==> src/rtl/mac_result_collector.sv <==
`default_nettype none
// ============================================================================
//  Module   : mac_result_collector
//  Purpose  : Counts MAC products, queues each finished dot product with its
//             overflow flag in a small FIFO, then pulses acc_clr to clear MAC.
//  Revision : 1.0  initial release
// ============================================================================
module mac_result_collector #(
  parameter int VEC_LEN    = 4,
  parameter int FIFO_DEPTH = 2
) (
  input  logic        clk,
  input  logic        reset,
  input  logic [15:0] mac_f,
  input  logic        mac_valid_out,
  input  logic        mac_overflow,
  output logic        acc_clr,
  output logic        ready_vec,
  output logic [15:0] res_data,
  output logic        res_ovf,
  output logic        res_valid,
  input  logic        res_ready,
  output logic        proto_err
);

  localparam int c_cnt_w = $clog2(VEC_LEN + 1);
  localparam int c_ptr_w = (FIFO_DEPTH > 1) ? $clog2(FIFO_DEPTH) : 1;
  localparam int c_lvl_w = $clog2(FIFO_DEPTH + 1);

  localparam logic [c_cnt_w-1:0] c_cnt_last = c_cnt_w'(VEC_LEN - 1);
  localparam logic [c_ptr_w-1:0] c_ptr_last = c_ptr_w'(FIFO_DEPTH - 1);
  localparam logic [c_lvl_w-1:0] c_depth    = c_lvl_w'(FIFO_DEPTH);

  typedef enum logic [0:0] {
    ST_ACCUM = 1'b0,
    ST_CLEAR = 1'b1
  } state_t;

  state_t               r_state;
  state_t               w_state_next;
  logic [c_cnt_w-1:0]   r_cnt;
  logic                 w_push;
  logic                 w_clear;

  logic [15:0]          r_mem_data [FIFO_DEPTH];
  logic                 r_mem_ovf  [FIFO_DEPTH];
  logic [c_ptr_w-1:0]   r_wr_ptr;
  logic [c_ptr_w-1:0]   r_rd_ptr;
  logic [c_lvl_w-1:0]   r_level;
  logic                 w_empty;
  logic                 w_full;
  logic                 w_pop;
  logic                 w_wr;
  logic                 r_proto_err;

  // ---------------------------------------------------------------- FSM
  always_ff @(posedge clk) begin
    if (reset) begin
      r_state <= ST_ACCUM;
    end else begin
      r_state <= w_state_next;
    end
  end

  always_comb begin
    w_state_next = r_state;
    w_push       = 1'b0;
    w_clear      = 1'b0;
    case (r_state)
      ST_ACCUM: begin
        if (mac_valid_out && (r_cnt == c_cnt_last)) begin
          w_push       = 1'b1;
          w_state_next = ST_CLEAR;
        end
      end
      ST_CLEAR: begin
        w_clear      = 1'b1;
        w_state_next = ST_ACCUM;
      end
      default: w_state_next = ST_ACCUM;
    endcase
  end

  // MAC is also held clear for as long as this block is in reset.
  assign acc_clr = reset | w_clear;

  // ------------------------------------------------------ product counter
  always_ff @(posedge clk) begin
    if (reset) begin
      r_cnt <= '0;
    end else if ((r_state == ST_ACCUM) && mac_valid_out) begin
      if (r_cnt == c_cnt_last) begin
        r_cnt <= '0;
      end else begin
        r_cnt <= r_cnt + c_cnt_w'(1);
      end
    end
  end

  // ---------------------------------------------------------- result FIFO
  assign w_empty = (r_level == '0);
  assign w_full  = (r_level == c_depth);
  assign w_pop   = res_ready && !w_empty;
  // A push into a full FIFO only lands when the head leaves on the same edge.
  assign w_wr    = w_push && (!w_full || w_pop);

  always_ff @(posedge clk) begin
    if (w_wr) begin
      r_mem_data[r_wr_ptr] <= mac_f;
      r_mem_ovf[r_wr_ptr]  <= mac_overflow;
    end
  end

  always_ff @(posedge clk) begin
    if (reset) begin
      r_wr_ptr <= '0;
      r_rd_ptr <= '0;
      r_level  <= '0;
    end else begin
      if (w_wr) begin
        r_wr_ptr <= (r_wr_ptr == c_ptr_last) ? '0 : r_wr_ptr + c_ptr_w'(1);
      end
      if (w_pop) begin
        r_rd_ptr <= (r_rd_ptr == c_ptr_last) ? '0 : r_rd_ptr + c_ptr_w'(1);
      end
      case ({w_wr, w_pop})
        2'b10:   r_level <= r_level + c_lvl_w'(1);
        2'b01:   r_level <= r_level - c_lvl_w'(1);
        default: r_level <= r_level;
      endcase
    end
  end

  assign res_valid = !w_empty;
  assign res_data  = w_empty ? 16'h0000 : r_mem_data[r_rd_ptr];
  assign res_ovf   = w_empty ? 1'b0 : r_mem_ovf[r_rd_ptr];

  assign ready_vec = (r_state == ST_ACCUM) && (r_cnt == '0) && (r_level < c_depth);

  // --------------------------------------------------- protocol violation
  always_ff @(posedge clk) begin
    if (reset) begin
      r_proto_err <= 1'b0;
    end else if ((r_state == ST_CLEAR) && mac_valid_out) begin
      r_proto_err <= 1'b1;
    end
  end

  assign proto_err = r_proto_err;

endmodule
`default_nettype wire

==> config.mk <==
export PLATFORM = sky130hd
export DESIGN_NAME = mac_result_collector
export DESIGN_NICKNAME = d
export VERILOG_FILES = /design/src/rtl/mac_result_collector.sv
export SDC_FILE = /design/constraint.sdc
export NUM_CORES = 1
export LEC_CHECK = 0
export ABC_AREA = 1
export BUFFER_PORTS_ARGS = -buffer_cell sky130_fd_sc_hd__buf_2
export CAP_MARGIN = 40
export CORE_UTILIZATION = 52
export DETAILED_ROUTE_END_ITERATION = 8
export PLACE_DENSITY = 0.8
export SLEW_MARGIN = 0
export SYNTH_ARGS = -nofsm -noshare
export SYNTH_HDL_FRONTEND = slang
export SYNTH_SLANG_ARGS = --single-unit
==> constraint.sdc <==
create_clock -name clk -period 2.4 [get_ports clk]
set_input_delay 0.12 -clock clk [delete_from_list [all_inputs] [get_ports clk]]
set_output_delay 0.12 -clock clk [all_outputs]
set_load 0.01 [all_outputs]
==> summary by stage, run 1 <==
Global route
The number of global-route vias before repair is 1221. The layer flagged by global routing as most heavily used is met2. In the global route stage, met3 resource usage came out at 4.691%. The final global-route overflow total is 0. The fraction of met1 tracks used by global routing is 20.23%. The met2 routing resource usage after global routing is 36.89%. The initial antenna violation count is 0. The largest net degree at the start of global routing is 19. Global routing used 19.72% of the available tracks across all layers. The first global-routing pass estimated 5.030 mm of wire.

Setup path
The family of cells with the greatest summed delay on the critical path is flip-flops. The startpoint kind of the worst setup timing path is a flop. The signal on the critical path passes through inv_2, nand2_1, a21oi_1, buf_2. In this run the worst path has a maximum fanout of 18. The stage delay of the slowest cell on the critical path is 0.72 ns. The nature of the critical path endpoint is an output port. The critical path in this run is classified as flop to output port. The arrival time at the worst endpoint is 1.73 ns. The number of buffer and inverter stages on the critical path is 2. For the worst setup path, the data required time is 2.28 ns. The slowest library cell on the worst path is sky130_fd_sc_hd__dfxtp_1.

Cells and area
The number of antenna diodes in the final layout is 0. For this run, the post-layout net count is 243. In the layout the commonest cells are sky130_fd_sc_hd__nand2_1 (42), sky130_fd_sc_hd__buf_2 (41), sky130_fd_sc_hd__edfxtp_1 (34). The most common library cell in the layout ignoring fill and taps is sky130_fd_sc_hd__nand2_1.

The layout has 240 filler cells. In the final layout, the share of cells above drive strength 1 is 29.41%. The area growth from synthesis to layout is 28.54%.

Placement
The worst slack at placement is 0.7854 ns. At the end of routability-driven placement, the weighted congestion stood at 0.7322. The total of buffers placed on input and output ports is 41. The HPWL after detailed placement is 2.196 mm.

Pwr
In this run the power density over the cells is 613.6 nW/um2. The highest ir drop seen on vdd is 552.2 uV. The static leakage is 0.9486 nW.

Route
For this run, the detailed router's first-pass iteration total came to 4. In the final routed layout, each cell accounts on average for 12.92 um. In the routed layout, each cell is associated on average with a via count of 4.928. The wire length after detailed routing is 3.423 mm. For this run, design rule violations remaining after detail routing come to 0.

In this run the remaining antenna-violating nets after routing total 0. For this block, the via count after detailed routing is 1306. In this run, the number of DRC markers left after iteration 0 of detailed routing was 81.

STA
The minimum setup slack in the final design is 0.5454 ns. The clock period minus worst slack is 1.855 ns. The final setup violation count is 0. Adding up every negative setup slack in the final design gives 0 ns.

Dividing the final minimum period by the clock period gives 77.27%. The number of max-slew violations in the final report is 0. The final-report hold violation count is 0. Setup repair after global routing left no endpoint under its margin. The maximum clock frequency is 539.2 MHz.

Across the routed clock network, the largest skew measured is 0.01174 ns. For the pin with the worst max-slew slack, the measured transition is 0.5992 ns. In this run the tightest slew margin relative to its limit is 60.00%.

Clock network
Clock latency on the worst-skew pair, taken at its later pin, is 0.35 ns. The clock slew seen by the registers of the worst setup and hold paths is 0.13 ns. The clock drives 44 sinks. The CTS buffer count is 5.

The clock tree from TritonCTS is yes. The number of buffers on the longest clock path is 2. The cell sitting at the root of the clock tree is a sky130_fd_sc_hd__clkbuf_4. The H-tree was split into 2 levels.

Status
The flow ran to the end, and the final reports show no timing, DRC or antenna violations.

Die
For this design the top-level I/O count stands at 42. In this run the standard cell core region covers 3153 um2. The floorplan has 20 rows.

Once the floorplan was initialized, standard cells occupied 56.31% of the core. The die outline height is 60.43 um. The horizontal die dimension is 60.43 um. The area of the die is 3652 um2.

Job
The tool flagged a number of max-cap violations equal to 0.

Synthesis
After synthesis, the mean cell area works out to 11.31 um2. The synthesis warning total is 0. The synthesized area is 1775 um2. The number of nets produced by synthesis is 180. Counting every instance in the synthesized netlist gives 157.

The number of distinct library cells after synthesis is 20. Sequential elements use 68.78% of the synthesized area. The post-synthesis sequential element count is 44.

Min path
The worst hold path belongs to the class primary input to flop.
==> state kept, by name, indices dropped and copies added (netlist names), named ones only <==
name	count
r_wr_ptr	1
r_state	1
r_level	2
r_mem_data	32
r_mem_ovf	2
proto_err	1
r_cnt	3
r_rd_ptr	1
==> synth_stat cells, drive strengths merged <==
cell    instances  area, um2
a211oi          1      7.510
a21oi          25      125.1
buf             4      22.52
dfxtp          10      200.2
edfxtp         34       1021
ha              2      25.02
inv            13      48.79
nand2          45      176.4
nand3           8      45.04
nor2           12      81.33
nor3            1      10.01
o211ai          1      7.510
o21ai           1      5.000
==> path summary, 6_finish.rpt <==
path	endpoint	depth (start not counted)	start	slack (ns)
min reg2reg	flop	1	r_rd_ptr	0.47
min	r_wr_ptr	2	reset	0.01
max reg2reg	r_mem_data[1][5]	6	r_cnt[0]	0.76
max	res_data[6]	4	flop	0.55
==> where the power goes <==
group          leakage, nW  switching (mW)  internal [mW]
Combinational        0.520          0.0544         0.0504
Clock               0.0418           0.239          0.223
Sequential           0.387         0.00715          0.827
Total                0.949           0.301           1.10
==> layout make-up <==
class / instances / area (um2) / share of cell area [%]
Clock buffer: 5 / 37.54 / 1.645
Clock inverter: 3 / 46.29 / 2.029
Inverter: 13 / 48.80 / 2.138
Multi-Input combinational cell: 96 / 483.0 / 21.16
Sequential cell: 44 / 1221 / 53.51
Tap cell: 44 / 55.05 / 2.412
Timing Repair Buffer: 60 / 390.4 / 17.11
==> what timing repair did <==
| action | CTS | global route |
|---|---|---|
| buffers inserted | 0 | 0 |
| resized for setup | 0 | 0 |
| hold endpoints to repair | 34 | 0 |
| hold buffers | 17 | 0 |
==> stage by stage <==
stage / area [um2] / hold WS, ns / cells / utilization (%) / total power, mW
2_1_floorplan: 1775 / 0.1891 / 157 / - / 0.8924
3_3_place_gp: 2028 / 0.3115 / 240 / 64.33 / 0.9281
3_5_place_dp: 2028 / 0.3130 / 240 / 64.33 / 0.9324
4_1_cts: 2282 / 0.003502 / 265 / 72.38 / 1.408
5_1_grt: 2282 / 0.007916 / 265 / 72.38 / 1.446
6_report: 2282 / 0.01199 / 265 / 72.38 / 1.400
==> cells by family after synthesis <==
family | count (synthesis) | share of synthesized area (%)
flops | 44 | 68.78
buf+inv | 17 | 4.016
simple gates | 66 | 17.62
fa+ha+maj | 2 | 1.409
compound gates | 28 | 8.175
==> layer usage <==
metal  part of all wire, %  wire length, um  up-vias
li1                      -                -      661
met1                    39             1345      604
met2                    55             1878       36
met3                   4.3              146        5
met4                   1.5               52        0
met5                     0                0        -
Power figures use the tool's default switching activity.
==> run 2, diff against run 1 <==
--- a/config.mk
+++ b/config.mk
@@ -8,9 +8,9 @@
 export ABC_AREA = 1
 export BUFFER_PORTS_ARGS = -buffer_cell sky130_fd_sc_hd__buf_2
 export CAP_MARGIN = 40
-export CORE_UTILIZATION = 52
+export CORE_UTILIZATION = 47
 export DETAILED_ROUTE_END_ITERATION = 8
-export PLACE_DENSITY = 0.8
+export PLACE_DENSITY = 0.76
 export SLEW_MARGIN = 0
 export SYNTH_ARGS = -nofsm -noshare
 export SYNTH_HDL_FRONTEND = slang
==> constraint.sdc (replaced) <==
create_clock -name clk -period 1.7 [get_ports clk]
set_input_delay 0.085 -clock clk [delete_from_list [all_inputs] [get_ports clk]]
set_output_delay 0.085 -clock clk [all_outputs]
set_load 0.01 [all_outputs]
==> run 2 against run 1 <==
Net effect: wire length shrank 5.6%; utilization shrank 4.7 points; total power grew 47%; count of clock-buffer cells in the layout is the same; worst setup slack lost 0.41 ns; critical path type is now flop to flop; largest cell class unchanged.
==> summary by stage, run 2 (synthesis gave the netlist of run 1 again) <==
STA
The final-report hold violation count is 0 (unchanged). The minimum setup slack in the final design came to 0.1344 ns (was 0.5454 ns). The maximum clock frequency is 638.7 MHz.

The relative max-transition margin came to 64.93% (was 60.00%). The final setup violation count is 0 (unchanged). The period utilization is 92.09%. The slew at the pin closest to its max-slew limit is 0.5248 ns (was 0.5992 ns). The number of max-slew violations in the final report was 0 (unchanged). The worst path in the final design needs a cycle of 1.566 ns, including I/O delays and setup. Setup repair after global routing missed its margin: false (unchanged). The hold slack is 0.07364 ns (was 0.01199 ns).

The final clock skew is 0.002052 ns (was 0.01174 ns).

Clock network
The deepest level of the CTS H-tree is 2 (unchanged). The clock latency on the worst-skew pair is 0.28 ns (was 0.35 ns). The clock slew seen by the registers of the worst setup and hold paths is 0.07 ns (was 0.13 ns). The clock tree from TritonCTS is yes (unchanged). The post-CTS repair timing setup buffer count was 0 (unchanged). The total clock sinks came to 44 (unchanged). The total of cells resized after clock tree synthesis is 0 (unchanged). The CTS buffer count is 5 (unchanged).

The cell chosen for the clock root is sky130_fd_sc_hd__clkbuf_8 (was sky130_fd_sc_hd__clkbuf_4). The number of buffers on the longest clock path was 2 (unchanged).

Die
The number of primary I/O pins is 42 (unchanged). The starting utilization of the core area was 51.19% (was 56.31%). The area of the die was 4027 um2 (was 3652 um2). The number of standard-cell rows in the floorplan is 21 (was 20). The core box area is 3468 um2 (was 3153 um2). The horizontal die dimension is 63.46 um (was 60.43 um).

The die outline height was 63.46 um (was 60.43 um).

Setup path
The required time reported for the critical path endpoint is 1.70 ns (was 2.28 ns). The arrival time at the worst endpoint came to 1.56 ns (was 1.73 ns). The peak fanout along the critical path is 17 (was 18). The nature of the critical path endpoint was a flop (was output port). The startpoint kind of the worst setup timing path is a flop (unchanged).

The critical setup path kind is flop to flop (was flop to output port).

Route
The final routed wire length divided by cell count is 12.06 um (was 12.92 um). The wire length after detailed routing was 3.231 mm (was 3.423 mm). The number of DRC markers in iteration 0 is 75 (was 81). The via count is 1294 (was 1306). The remaining design rule violation count is 0 (unchanged).

The number of iterations in the first detailed-routing pass came to 4 (unchanged). The vias per cell came to 4.828 (was 4.928). The count of nets left with antenna violations after detail routing is 0 (unchanged).

Placement
The total of buffers placed on input and output ports is 41 (unchanged). The worst slack at placement is 0.1383 ns (was 0.7854 ns). The placer's final routability congestion estimate was 0.7305 (was 0.7322). The HPWL after detailed placement is 2.114 mm (was 2.196 mm). The number of instances in the placed design was 243 (was 240).

Cells and area
The utilization of the core after routing was 67.68% (was 72.38%). The final non-filler cell total is 268 (was 265). The register with the most flip-flops is r_mem_data (unchanged). The share of final-layout standard cells stronger than drive strength 1 is 29.28% (was 29.41%). The count of nets after finishing was 244 (was 243). Biggest registers after layout: r_mem_data: 32 flops, r_cnt: 3 flops (unchanged). The most common library cell in the layout ignoring fill and taps is sky130_fd_sc_hd__nand2_1 (unchanged). The number of flip-flops under the largest register name is 32 (unchanged). The antenna cell count is 0 (unchanged). The area growth from synthesis to final layout was 32.21% (was 28.54%). Most used cells in the layout excluding fill and tap cells: sky130_fd_sc_hd__nand2_1 (42), sky130_fd_sc_hd__buf_2 (41), sky130_fd_sc_hd__edfxtp_1 (34) (unchanged).

Job
The max-capacitance violation count was 0 (unchanged).

Global route
The global-route track usage on met3 is 4.348% (was 4.691%). The total routing usage reported by global routing is 18.26% (was 19.72%). The final global-route overflow total is 0 (unchanged). The wire length of the first global-routing pass is 5.368 mm (was 5.030 mm). The number of global-route vias before repair is 1263 (was 1221). The highest-utilization routing layer at the global route stage is met2 (unchanged).

The largest net degree at the start of global routing is 19 (unchanged). The initial antenna violation count is 0 (unchanged). The fraction of met1 tracks used by global routing is 19.52% (was 20.23%). The met2 routing resource usage after global routing was 32.18% (was 36.89%).

Pwr
The power per unit of standard cell area is 875.3 nW/um2 (was 613.6 nW/um2). The highest ir drop seen on vdd is 710.1 uV (was 552.2 uV). The static leakage is 0.9705 nW (was 0.9486 nW).

Status
Run status: finished clean (unchanged).

Min path
The worst hold-check path type is primary input to flop (unchanged).
-- run 2: cell types whose count changed in the layout (fill, tap and decap cells not counted), sizes merged --
cell      delta
clkinv       +2
inv          -1
buf          +1
clkinvlp     -1
-- run 2: what timing repair did --
action                                  CTS  global route
endpoints found under the setup margin    0             0
endpoints found under the hold margin    34             0
hold buffers                             17             0
-- run 2: layout make-up --
cell class,count,area (um2)
well taps,46,57.56
clock buffers,5,68.82
fillers,263,1121
inverters,13,48.80
flip-flops and latches,44,1221
repair buffers,61,422.9
clock inverters,3,37.54
multi-input cells,96,490.5
-- run 2: worst paths after layout --
kind                               start               end  slack [ns]  depth (start not counted)
worst max register to register  r_cnt[0]  r_mem_data[0][1]        0.13                          6
worst min register to register  r_rd_ptr              flop        0.46                          1
worst max-delay path            r_cnt[0]  r_mem_data[0][1]        0.13                          6
worst min-delay path               reset         proto_err        0.07                          2
-- run 2: critical path: stages (launching register included) --
cell and delay (ns):
sky130_fd_sc_hd__dfxtp_1 0.38, sky130_fd_sc_hd__ha_1 0.21, sky130_fd_sc_hd__nand2_2 0.10, sky130_fd_sc_hd__nor2_4 0.15, sky130_fd_sc_hd__nand2_1 0.13, sky130_fd_sc_hd__nor2_2 0.15, sky130_fd_sc_hd__buf_12 0.17
-- run 2: per-stage QoR --
stage | cell area (um2) | power [mW] | TNS (ns)
after floorplan | 1783 | 1.260 | -0.4514
after CTS | 2347 | 2.083 | 0
after global routing | 2347 | 2.140 | 0
final | 2347 | 2.055 | 0
after detailed placement | 2071 | 1.318 | 0
after global placement | 2071 | 1.313 | 0
-- run 2: per-layer routing --
metal  vias up  routed length (um)  share of wire [%]
met5         -                   0                  0
met4         0                  55                1.7
met3         6                 138                4.3
met2        40                1733                 54
met1       585                1304                 40
li1        663                   -                  -
-- run 2: power breakdown --
part | switching, mW | internal (mW)
clock | 0.303 | 0.427
combinational | 0.0771 | 0.0728
sequential | 0.00713 | 1.17
==> run 3, diff against run 2 <==
--- a/config.mk
+++ b/config.mk
@@ -10,7 +10,9 @@
 export CAP_MARGIN = 40
 export CORE_UTILIZATION = 47
 export DETAILED_ROUTE_END_ITERATION = 8
+export MAX_ROUTING_LAYER = met4
 export PLACE_DENSITY = 0.76
+export RECOVER_POWER = 50
 export SLEW_MARGIN = 0
 export SYNTH_ARGS = -nofsm -noshare
 export SYNTH_HDL_FRONTEND = slang
==> constraint.sdc (replaced) <==
create_clock -name clk -period 1.35 [get_ports clk]
set_input_delay 0.0675 -clock clk [delete_from_list [all_inputs] [get_ports clk]]
set_output_delay 0.0675 -clock clk [all_outputs]
set_load 0.01 [all_outputs]
==> run 3 against run 2 <==
Net effect: the flow now finishes with violations (setup timing); worst setup slack worse by 0.17 ns; non-clock buffer count is 13 higher; final area is 12% higher; first-iteration DRC count is 20% lower; utilization is 8.4 points higher; total power is 22% higher; die area stayed put; global-route usage is 4.5 points higher; wire length is 28% higher; via count is 8.4% higher; register-to-register slack worse by 0.17 ns.
==> summary by stage, run 3 (synthesis gave the netlist of run 1 again) <==
Cells and area
Biggest registers after layout: r_mem_data: 32 flops, r_cnt: 3 flops (unchanged). The register with the most flip-flops is r_mem_data (unchanged). The most common library cell in the layout ignoring fill and taps was sky130_fd_sc_hd__nand2_1 (unchanged). The count of nets after finishing is 257 (was 244). The area growth from synthesis to final layout is 48.63% (was 32.21%).

Most used cells in the layout excluding fill and tap cells: sky130_fd_sc_hd__nand2_1 (41), sky130_fd_sc_hd__edfxtp_1 (34), sky130_fd_sc_hd__buf_2 (29) (was sky130_fd_sc_hd__nand2_1 (42), sky130_fd_sc_hd__buf_2 (41), sky130_fd_sc_hd__edfxtp_1 (34)). The final non-filler cell total is 281 (was 268). The share of final-layout standard cells stronger than drive strength 1 was 38.30% (was 29.28%).

The utilization of the core after routing is 76.08% (was 67.68%). The antenna cell count is 0 (unchanged). The number of flip-flops under the largest register name is 32 (unchanged).

Clock network
The clock latency on the worst-skew pair is 0.29 ns (was 0.28 ns). The clock slew seen by the registers of the worst setup and hold paths is 0.08 ns (was 0.07 ns). The clock tree from TritonCTS is yes (unchanged). The deepest level of the CTS H-tree is 2 (unchanged). The cell chosen for the clock root is sky130_fd_sc_hd__clkbuf_8 (unchanged). The CTS buffer count is 5 (unchanged). The total clock sinks is 44 (unchanged). The number of buffers on the longest clock path is 2 (unchanged).

Route
The wire length after detailed routing is 4.138 mm (was 3.231 mm). The number of DRC markers in iteration 0 was 60 (was 75). The via count is 1403 (was 1294).

The remaining design rule violation count is 0 (unchanged). The number of iterations in the first detailed-routing pass is 4 (unchanged). The count of nets left with antenna violations after detail routing is 0 (unchanged). The final routed wire length divided by cell count is 14.73 um (was 12.06 um). The vias per cell is 4.993 (was 4.828).

Global route
The initial antenna violation count came to 0 (unchanged). The wire length of the first global-routing pass was 6.465 mm (was 5.368 mm). The number of global-route vias before repair is 1440 (was 1263). The total routing usage reported by global routing was 22.80% (was 18.26%). The final global-route overflow total is 0 (unchanged).

The largest net degree at the start of global routing is 18 (was 19).

Setup path
The peak fanout along the critical path is 8 (was 17). The nature of the critical path endpoint is a flop (unchanged). The startpoint kind of the worst setup timing path is a flop (unchanged).

The family of cells with the greatest summed delay on the critical path is simple AND/OR/NAND/NOR gates (unchanged). The critical setup path kind is flop to flop (unchanged). Cell Chain, Critical Path: ha_4, nand2_4, nor2_4, nand2_4, nor2_4, clkbuf_16 (was ha_1, nand2_2, nor2_4, nand2_1, nor2_2, buf_12). The number of buffer and inverter stages on the critical path is 1 (unchanged). The slowest library cell on the worst path is sky130_fd_sc_hd__dfxtp_4 (was sky130_fd_sc_hd__dfxtp_1). The register-to-register setup slack is -0.04 ns (was 0.13 ns). The stage delay of the slowest cell on the critical path is 0.38 ns (about the same). The arrival time at the worst endpoint is 1.40 ns (was 1.56 ns). The required time reported for the critical path endpoint is 1.36 ns (was 1.70 ns).

Min path
The worst hold-check path type is primary input to flop (unchanged).

STA
The final clock skew was 0.003612 ns (was 0.002052 ns). The maximum clock frequency is 720.6 MHz (was 638.7 MHz). The minimum setup slack in the final design is -0.03779 ns (was 0.1344 ns). The relative max-transition margin is 87.01% (was 64.93%). The period utilization is 102.8% (was 92.09%). The final setup TNS is -0.9370 ns (was 0 ns). The hold slack was 0.02692 ns (was 0.07364 ns).

The number of max-slew violations in the final report was 0 (unchanged). Setup repair after global routing missed its margin: true (was false). The slew at the pin closest to its max-slew limit is 0.1946 ns (was 0.5248 ns).

The final setup violation count is 48 (was 0). The final-report hold violation count was 0 (unchanged). The clock period minus worst slack was 1.388 ns (was 1.566 ns).

Placement
The HPWL after detailed placement is 2.393 mm (was 2.114 mm). The number of instances in the placed design is 249 (was 243). The total of buffers placed on input and output ports is 41 (unchanged). The placer's final routability congestion estimate was 0.7848 (was 0.7305).

Pwr
The highest ir drop seen on vdd came to 632.9 uV (was 710.1 uV). The internal power consumption is 1.949 mW (was 1.667 mW). The static leakage is 1.043 nW (was 0.9705 nW). The final total power came to 2.501 mW (was 2.055 mW). The power per unit of standard cell area was 947.9 nW/um2 (was 875.3 nW/um2). The net switching power was 0.5520 mW (was 0.3875 mW). The clock network fraction of design power is 31.1% (was 35.6%).

The logic gate share of total power is 9.7% (was 7.3%). The switching share of total power is 22.07% (was 18.86%). The register share of total power is 59.2% (was 57.2%).

Job
The max-capacitance violation count is 0 (unchanged).

Die
The number of standard-cell rows in the floorplan is 21 (unchanged). The die outline height is 63.46 um (unchanged). The number of primary I/O pins is 42 (unchanged). The horizontal die dimension was 63.46 um (unchanged). The area of the die is 4027 um2 (unchanged). The starting utilization of the core area was 51.19% (unchanged). The core box area is 3468 um2 (unchanged).

Status
Run status: finished with violations (was finished clean). The final reports fail on setup timing.
run 3: cell types whose count changed in the layout (fill, tap and decap cells not counted), sizes merged:
cell	change
clkinv	-1
clkbuf	+11
clkinvlp	+2
bufbuf	+1
bufinv	-1
buf	+1
run 3: repair_timing:
action | 4_1_cts | 5_1_grt
gates cloned | 1 | 2
hold buffers | 17 | 0
buffers inserted | 3 | 1
endpoints found under the hold margin | 34 | 0
resized for setup | 15 | 13
endpoints found under the setup margin | 34 | 52
pin swaps | 1 | 1
run 3: worst paths after layout:
check,start,endpoint,cells past startpoint
worst max-delay path,r_cnt[1],r_mem_data[0][12],6
worst min-delay path,reset,r_level[1],2
worst max register to register,r_cnt[1],r_mem_data[0][12],6
worst min register to register,r_rd_ptr,flop,1
run 3: final cells by class:
class                      count  area, um2
clock inverter                 3      18.77
clock buffer                   5      68.82
multi-input combinational     96      603.1
timing repair buffer          74      608.1
tap                           46      57.56
sequential                    44       1231
fill                         236      829.5
inverter                      13      51.30
run 3: metrics by stage:
stage / area [um2] / setup slack [ns]
after floorplan: 1815 / -0.09305
after global placement: 2161 / 0.02998
after detailed placement: 2161 / -0.01267
after CTS: 2526 / -0.03254
after global routing: 2639 / -0.1082
final: 2639 / -0.03779
run 3: power by group through the flow:
stage	logic (mW)	registers (mW)	clock network [mW]
5_1_grt	0.264	1.48	0.846
3_5_place_dp	0.163	1.51	0
6_report	0.242	1.48	0.778
4_1_cts	0.223	1.48	0.799
2_1_floorplan	0.0813	1.51	0
3_3_place_gp	0.156	1.51	0
run 3: metal layers:
metal	share of wire, %	vias to the layer above	global-route usage, %
met1	41	662	24.43
met3	3.1	10	6.703
met4	2.5	0	10.51
met5	0	-	-
li1	-	690	-
met2	53	41	38.56
